==> src/rtl/burst_arb.sv <==
// Two-source round-robin burst arbiter feeding the weighting datapath input port.
// A frame is NUM_BURSTS bursts of BURST_LEN samples, then a wait for the datapath's out_done.
module burst_arb #(
    parameter int BURST_LEN  = 12,
    parameter int GAP_LEN    = 3,
    parameter int NUM_BURSTS = 10,
    parameter int DW         = 12,
    parameter int WW         = 4
) (
    input  logic          clk,
    input  logic          rst,
    input  logic          start,
    input  logic          req0,
    input  logic          req1,
    input  logic [DW-1:0] s0_data_i,
    input  logic [DW-1:0] s0_data_q,
    input  logic [WW-1:0] s0_w_i,
    input  logic [WW-1:0] s0_w_q,
    input  logic [DW-1:0] s1_data_i,
    input  logic [DW-1:0] s1_data_q,
    input  logic [WW-1:0] s1_w_i,
    input  logic [WW-1:0] s1_w_q,
    output logic          rd0,
    output logic          rd1,
    input  logic          out_done,
    output logic [DW-1:0] in_data_i,
    output logic [DW-1:0] in_data_q,
    output logic [WW-1:0] in_w_i,
    output logic [WW-1:0] in_w_q,
    output logic          in_en,
    output logic          gnt_id,
    output logic [3:0]    burst_cnt,
    output logic          busy,
    output logic          done
);

    typedef enum logic [2:0] {IDLE, ARB, SEND, GAP, DRAIN, DONE} state_t;

    state_t        state_q;
    logic          ptr_q, gnt_q, done_seen_q, in_en_q, busy_q, done_q;
    logic [3:0]    smp_cnt_q, gap_cnt_q, burst_cnt_q, burst_cnt_d;
    logic [DW-1:0] data_i_q, data_q_q;
    logic [WW-1:0] w_i_q, w_q_q;
    logic          arb_win;

    // Lone requester wins outright; on contention the pointer decides.
    assign arb_win     = (req0 && req1) ? ptr_q : req1;
    assign burst_cnt_d = burst_cnt_q + 4'd1;

    assign rd0 = (state_q == SEND) && !gnt_q;
    assign rd1 = (state_q == SEND) &&  gnt_q;

    always_ff @(posedge clk or posedge rst) begin
        if (rst) begin
            state_q     <= IDLE;
            ptr_q       <= 1'b0;
            gnt_q       <= 1'b0;
            done_seen_q <= 1'b0;
            in_en_q     <= 1'b0;
            busy_q      <= 1'b0;
            done_q      <= 1'b0;
            smp_cnt_q   <= '0;
            gap_cnt_q   <= '0;
            burst_cnt_q <= '0;
            data_i_q    <= '0;
            data_q_q    <= '0;
            w_i_q       <= '0;
            w_q_q       <= '0;
        end else begin
            in_en_q <= 1'b0;
            done_q  <= 1'b0;
            // Latch out_done early so a pulse arriving mid-frame is not lost.
            if (state_q != IDLE && out_done)
                done_seen_q <= 1'b1;
            case (state_q)
                IDLE: if (start) begin
                    state_q     <= ARB;
                    busy_q      <= 1'b1;
                    burst_cnt_q <= '0;
                    done_seen_q <= 1'b0;
                end
                ARB: if (req0 || req1) begin
                    gnt_q     <= arb_win;
                    ptr_q     <= ~arb_win;
                    smp_cnt_q <= '0;
                    state_q   <= SEND;
                end
                SEND: begin
                    in_en_q   <= 1'b1;
                    data_i_q  <= gnt_q ? s1_data_i : s0_data_i;
                    data_q_q  <= gnt_q ? s1_data_q : s0_data_q;
                    w_i_q     <= gnt_q ? s1_w_i    : s0_w_i;
                    w_q_q     <= gnt_q ? s1_w_q    : s0_w_q;
                    smp_cnt_q <= smp_cnt_q + 4'd1;
                    if (smp_cnt_q == 4'(BURST_LEN - 1)) begin
                        burst_cnt_q <= burst_cnt_d;
                        gap_cnt_q   <= '0;
                        if (burst_cnt_d == 4'(NUM_BURSTS))
                            state_q <= DRAIN;
                        else if (GAP_LEN == 0)
                            state_q <= ARB;
                        else
                            state_q <= GAP;
                    end
                end
                GAP: begin
                    gap_cnt_q <= gap_cnt_q + 4'd1;
                    if (gap_cnt_q == 4'(GAP_LEN - 1))
                        state_q <= ARB;
                end
                DRAIN: if (out_done || done_seen_q) begin
                    state_q <= DONE;
                    done_q  <= 1'b1;
                end
                DONE: begin
                    state_q <= IDLE;
                    busy_q  <= 1'b0;
                end
                default: state_q <= IDLE;
            endcase
        end
    end

    assign in_data_i = data_i_q;
    assign in_data_q = data_q_q;
    assign in_w_i    = w_i_q;
    assign in_w_q    = w_q_q;
    assign in_en     = in_en_q;
    assign gnt_id    = gnt_q;
    assign burst_cnt = burst_cnt_q;
    assign busy      = busy_q;
    assign done      = done_q;

endmodule

==> config.mk <==
export PLATFORM = sky130hd
export DESIGN_NAME = burst_arb
export DESIGN_NICKNAME = d
export VERILOG_FILES = /design/src/rtl/burst_arb.sv
export SDC_FILE = /design/constraint.sdc
export NUM_CORES = 1
export LEC_CHECK = 0
export BUFFER_PORTS_ARGS = -buffer_cell sky130_fd_sc_hd__buf_2
export CORE_UTILIZATION = 47
export DETAILED_ROUTE_END_ITERATION = 10
export PLACE_DENSITY = 0.82
export SKIP_LAST_GASP = 1
export SLEW_MARGIN = 30
export SYNTH_ARGS = -nofsm -noshare
export SYNTH_HDL_FRONTEND = slang
export SYNTH_SLANG_ARGS = --single-unit
==> constraint.sdc <==
create_clock -name clk -period 2.1 [get_ports clk]
set_clock_uncertainty 0.05 [all_clocks]
set_input_delay 0.105 -clock clk [delete_from_list [all_inputs] [get_ports clk]]
set_output_delay 0.105 -clock clk [all_outputs]
set_load 0.005 [all_outputs]
# Yosys cells after proc, flatten, opt, wreduce, memory -nomap -nowiden
# Cells that the tools add are included.
[classes]
n_addsub = 3
n_eq_ne = 13
muxes = 27
bitwise = 1
n_reduce_logical = 19
[ops]
columns = ["operator", "n"]
rows = [
  ["two-way mux 12 bit", 2],
  ["two-way mux 4 bit", 6],
  ["case mux 4 bit (2 select lines)", 3],
  ["two-way mux 3 bit", 6],
  ["case mux 3 bit (5 select lines)", 1],
  ["adder 4 x 1 -> 4 bit, second input constant", 3],
  ["== test 4 bit, second input constant", 2],
  ["two-way mux 1 bit", 8],
  ["inequality test 2 bit, second input constant", 4],
  ["AND reduction 2 bit", 4],
  ["nonzero test 2 bit", 4],
  ["== test 3 x 2 -> 1 bit, second input constant", 2],
  ["== test 3 bit, second input constant", 2],
  ["AND reduction 5 bit", 1],
  ["== test 4 x 2 -> 1 bit, second input constant", 1],
  ["logical AND 1 bit", 4],
  ["== test 3 x 1 -> 1 bit, second input constant", 1],
  ["zero test 3 bit", 1],
  ["AND reduction 3 bit", 1],
  ["nonzero test 3 bit", 1],
  ["logical OR 1 bit", 2],
  ["inequality test 2 x 1 -> 1 bit, second input constant", 1],
  ["case mux 1 bit (2 select lines)", 1],
  ["zero test 1 bit", 1],
  ["inverter 1 bit", 1],
]
[word_totals]
register_bits = 53
in_bits = 70

# Longest topological paths before layout
[logic_depth]
word_depth = 5
mapped_depth = 7
ltp_nobuf = 5

# Worst setup path after synthesis
# No wires, ideal clock.
[synth_path]
path_kind = "reg-to-reg"
startpoint = "register state_q[0]"
endpoint = "register burst_cnt_q[2] (netlist: burst_cnt[2])"
arrival_time_ns = 1.343
required_time_ns = 1.926
slack_ns = 0.583
stages_incl_launch_ff = 8
path_buffers = 2
synth_period_minus_slack_ns = 1.517
cell_sequence = "dfrtp_1 -> buf_6 -> or3b_4 -> buf_6 -> clkinv_8 -> a21oi_2 -> o21ai_1 -> o21ai_1"
[synth_between]
elab_chain_len = 3
word_cells_on_any_way = 7
[synth_rtl]
columns = ["item", "line", "text"]
rows = [
  ["start: declaration", "39", "state_t state_q;"],
  ["start signal: assignment", "55", "state_q <= IDLE;"],
  ["start signal: assignment", "77", "state_q <= ARB;"],
  ["start signal: assignment", "86", "state_q <= SEND;"],
  ["== test 3 x 2 -> 1 bit / zero test 3 bit (equally long branches)", "75", "case (state_q)"],
  ["inequality test 2 x 1 -> 1 bit (no source line), or another cell as far along", "--", ""],
  ["AND reduction 3 bit (no source line)", "--", ""],
  ["end signal: assignment", "96", "burst_cnt_q <= burst_cnt_d;"],
  ["end: declaration", "41", "logic [3:0] smp_cnt_q, gap_cnt_q, burst_cnt_q, burst_cnt_d;"],
]
# Parallel ways exist; a longest one is shown, timed or not.
# A chain may end at the register's enable or synchronous reset.

# Worst setup path after layout
[layout_path]
startpoint = "register state_q[0]"
endpoint = "output rd1"
[layout_between]
elab_chain_len = 2
[layout_rtl]
columns = ["item", "line", "text"]
rows = [
  ["== test 3 x 2 -> 1 bit", "51", "assign rd1 = (state_q == SEND) && gnt_q;"],
  ["logical AND 1 bit", "51", ""],
  ["end: declaration", "24", "output logic rd1,"],
]
# Every way passes these cells.

==> metrics.yaml <==
logic_synthesis:
  syn_area_sq_mm: 0.00259
  synth-edff-count: 0
  yosysSeqAreaShare_pct: 51.1
  synth_ff_type: "dfrtp_1"
  synth.distinct_cells: 41
  synth-seq-cells: 53
  synth_cells: 254
  synth_nets: 329
  synthArstFlopShare_pct: 100
  avgSynthCellArea_sq_um: 10.2
  ys_warn_count: 0
detailed_routing:
  detail-route-antenna-nets: 0
  drt-pass1-iter-count: 4
  vias: 2227
  routed_wl_mm: 5.76
  viasPerCell: 5.10
  drt_iter0_markers: 99
  wl_per_cell_um: 13.2
  drc: 0
critical_path:
  critPathBufInv: 2
  cpPeakStageDelay_ns: 0.61
  crit_family: "simple AND/OR/NAND/NOR gates"
  cp.required_ns: 1.95
  end_kind: "output pin"
  worstPathCellList: "or3b_4 -> clkinv_8 -> and2_1 -> buf_2"
  critPathKind: "flip-flop to output pin"
  cp.arrival_ns: 1.77
  cp-start-kind: "flip-flop"
  crit_slowest_cell: "or3b_4"
  critPathMaxFanout: 32
die:
  die_y_um: 76.3
  rows: 26
  dieArea_sq_mm: 0.00582
  io-pin-count: 112
  core-area_sq_mm: 0.00520
  start_util_pct: 49.9
  die-width_um: 76.3
min_path:
  holdCritPathClass: "primary input to flip-flop"
run:
  cap_violations: 0
run_status:
  status: "complete, no violations"
clock_network:
  cts_tree: "built"
  cts-root-buf: "clkbuf_8"
  clockBufferDepth: 2
  clock_sinks: 53
  path_clk_slew_ns: 0.10
  htreeDepth: 2
  numCtsBuffers: 5
  cts_resized: 0
  clk_latency_ns: 0.32
final_layout:
  area_delta_synth_final_pct: 28.9
  instances_no_fill: 437
  seqCellArea_sq_mm: 0.00133
  diodes: 0
  finalNetCount: 441
  stdcell_area_sq_mm: 0.00334
  drive_above_1_share_pct: 36.0
  final.fill_count: 429
  multiInputGateArea_sq_mm: 0.00113
timing:
  fin_crit_ns: 1.93
  hold_ws_ns: 0.00934
  tightestPinTransition_ns: 0.528
  timing.fmax_ghz: 0.519
  period_share_pct: 91.8
  final_hold_viol_count: 0
  setup_violations: 0
  relSlewSlack_pct: 64.7
  setup_tns_ns: 0
  rsz0062_at_grt: "false"
  slew_viol_final: 0
power_and_ir_drop:
  p_sw_share_pct: 39.7
  power.share.combinational_pct: 43.5
  seqPwrFrac_pct: 42.3
  power_density_mw_per_mm2: 1330
  p_total_w: 0.00444
  p_sw_w: 0.00176
  p_clk_share_pct: 14.1
  peakVddDrop_uv: 723
  leakagePower_nw: 1.71
  p_int_w: 0.00268
global_route:
  globalRouteTotalUtil_pct: 20.3
  antenna_found_initial: 0
  grt_pass1_wl_mm: 9.48
  grt_overflow: 0
  grt_start_max_net_pins: 45
  grt_pass1_vias: 2140
place:
  port_buffers: 111
  gp_congestion: 0.788
  dp.cells: 424
  hpwlAfterDp_mm: 4.35
  placed_cell_area_sq_mm: 0.00319
## power by group through the flow
stage | Sequential, W | Combinational, W | Clock [W]
after floorplan | 0.00181 | 0.00138 | 0
after global placement | 0.00188 | 0.00186 | 0
after detailed placement | 0.00189 | 0.00196 | 0
after CTS | 0.00188 | 0.00196 | 0.000639
after global routing | 0.00196 | 0.00219 | 0.000674
final | 0.00188 | 0.00193 | 0.000627
## registers in the layout, summed over array words and instances, names as in the netlist
signal	cells
in_data_i	12
in_data_q	12
burst_cnt	4
gap_cnt_q	4
in_w_i	4
in_w_q	4
smp_cnt_q	4
state_q	3
busy	1
done	1
done_seen_q	1
gnt_id	1
in_en	1
ptr_q	1
## cells by family after synthesis
kind of cell               share of synthesized area (%)
muxes                                               12.3
DFF                                                 51.1
buffers and inverters                               5.50
xor gates and xnor gates                            1.01
adders and majority gates                           2.41
AOI/OAI and AO/OA                                   13.7
and+or+nand+nor                                     13.9
## Yosys cell counts, drive strengths merged, types with 2 or more instances
| cell type | number | share of area [%] |
|---|---|---|
| nor3 | 4 | 0.77 |
| o22ai | 2 | 0.48 |
| o21ai | 45 | 8.7 |
| nand3b | 3 | 0.87 |
| mux2i | 32 | 12 |
| nor2 | 9 | 2.0 |
| clkbuf | 2 | 0.29 |
| inv | 7 | 1.0 |
| buf | 13 | 3.6 |
| a21oi | 5 | 1.1 |
| nand3 | 4 | 0.77 |
| xor2 | 2 | 0.68 |
| dfrtp | 53 | 51 |
| and2 | 2 | 0.48 |
| a31oi | 4 | 0.96 |
| nand2 | 45 | 6.7 |
| ha | 5 | 2.4 |
## placed cells by master, fill, tap and decap left out, types with 2 or more instances in the layout
cell	count
a21oi_1	4
buf_12	2
mux2i_1	32
nand2_2	2
and2_1	2
inv_1	6
o21ai_1	11
buf_4	2
dlygate4sd3_1	5
nand3b_1	3
nor2_1	7
clkbuf_8	6
nand2_1	43
dfrtp_1	52
xor2_1	2
o22ai_1	2
o21ai_0	34
nor3_1	4
a31oi_1	4
buf_2	111
ha_1	5
nand3_1	4
## worst register-to-register path, cell delays in order (launching register included)
cell and delay, ns:
dfrtp_1 0.47, or3b_4 0.55, buf_4 0.43, o21ai_0 0.17
## per-stage QoR
stage | setup slack (ns) | utilization (%)
detailed placement | 0.307 | 61.4
global placement | 0.374 | 61.4
CTS | 0.174 | 64.3
finish | 0.172 | 64.3
floorplan | 0.583 | -
global route | 0.0908 | 64.3
## worst paths after layout
check	start	endpoint	slack, ns	depth (start not counted)
min	s1_w_q[0]	in_w_q[0]$_DFFE_PP0P_	0.009	3
min in group asynchronous	rst	in_data_i[5]$_DFFE_PP0P_	0.33	3
min reg2reg	in_w_q[3]$_DFFE_PP0P_	in_w_q[3]$_DFFE_PP0P_	0.43	2
max reg2reg	state_q[1]$_DFFE_PP0P_	in_data_q[11]$_DFFE_PP0P_	0.29	3
max in group asynchronous	rst	gnt_id$_DFFE_PP0P_	1.12	4
max	state_q[0]$_DFFE_PP0P_	rd1	0.17	4
## area by class of cell
type	count	share of cell area [%]
Clock inverter	2	0.524
Sequential cell	53	39.7
Timing Repair Buffer	120	19.8
Inverter	8	1.27
Tap cell	70	2.62
Clock buffer	6	2.47
Multi-Input combinational cell	178	33.7
## routing by layer
metal  global-route usage, %  routed length [um]  share of wire, %
met5                       0                   0                 0
met2                    36.4                2980                52
met3                    4.55                 243               4.2
met4                    7.50                 122               2.1
met1                    23.6                2410                42
## what timing repair did
item | CTS | global route
endpoints found under the setup margin | 0 | 0
setup buffers | 0 | 0
hold buffers | 5 | 0
hold endpoints to repair | 27 | 0
(Power assumes the default switching activity.)
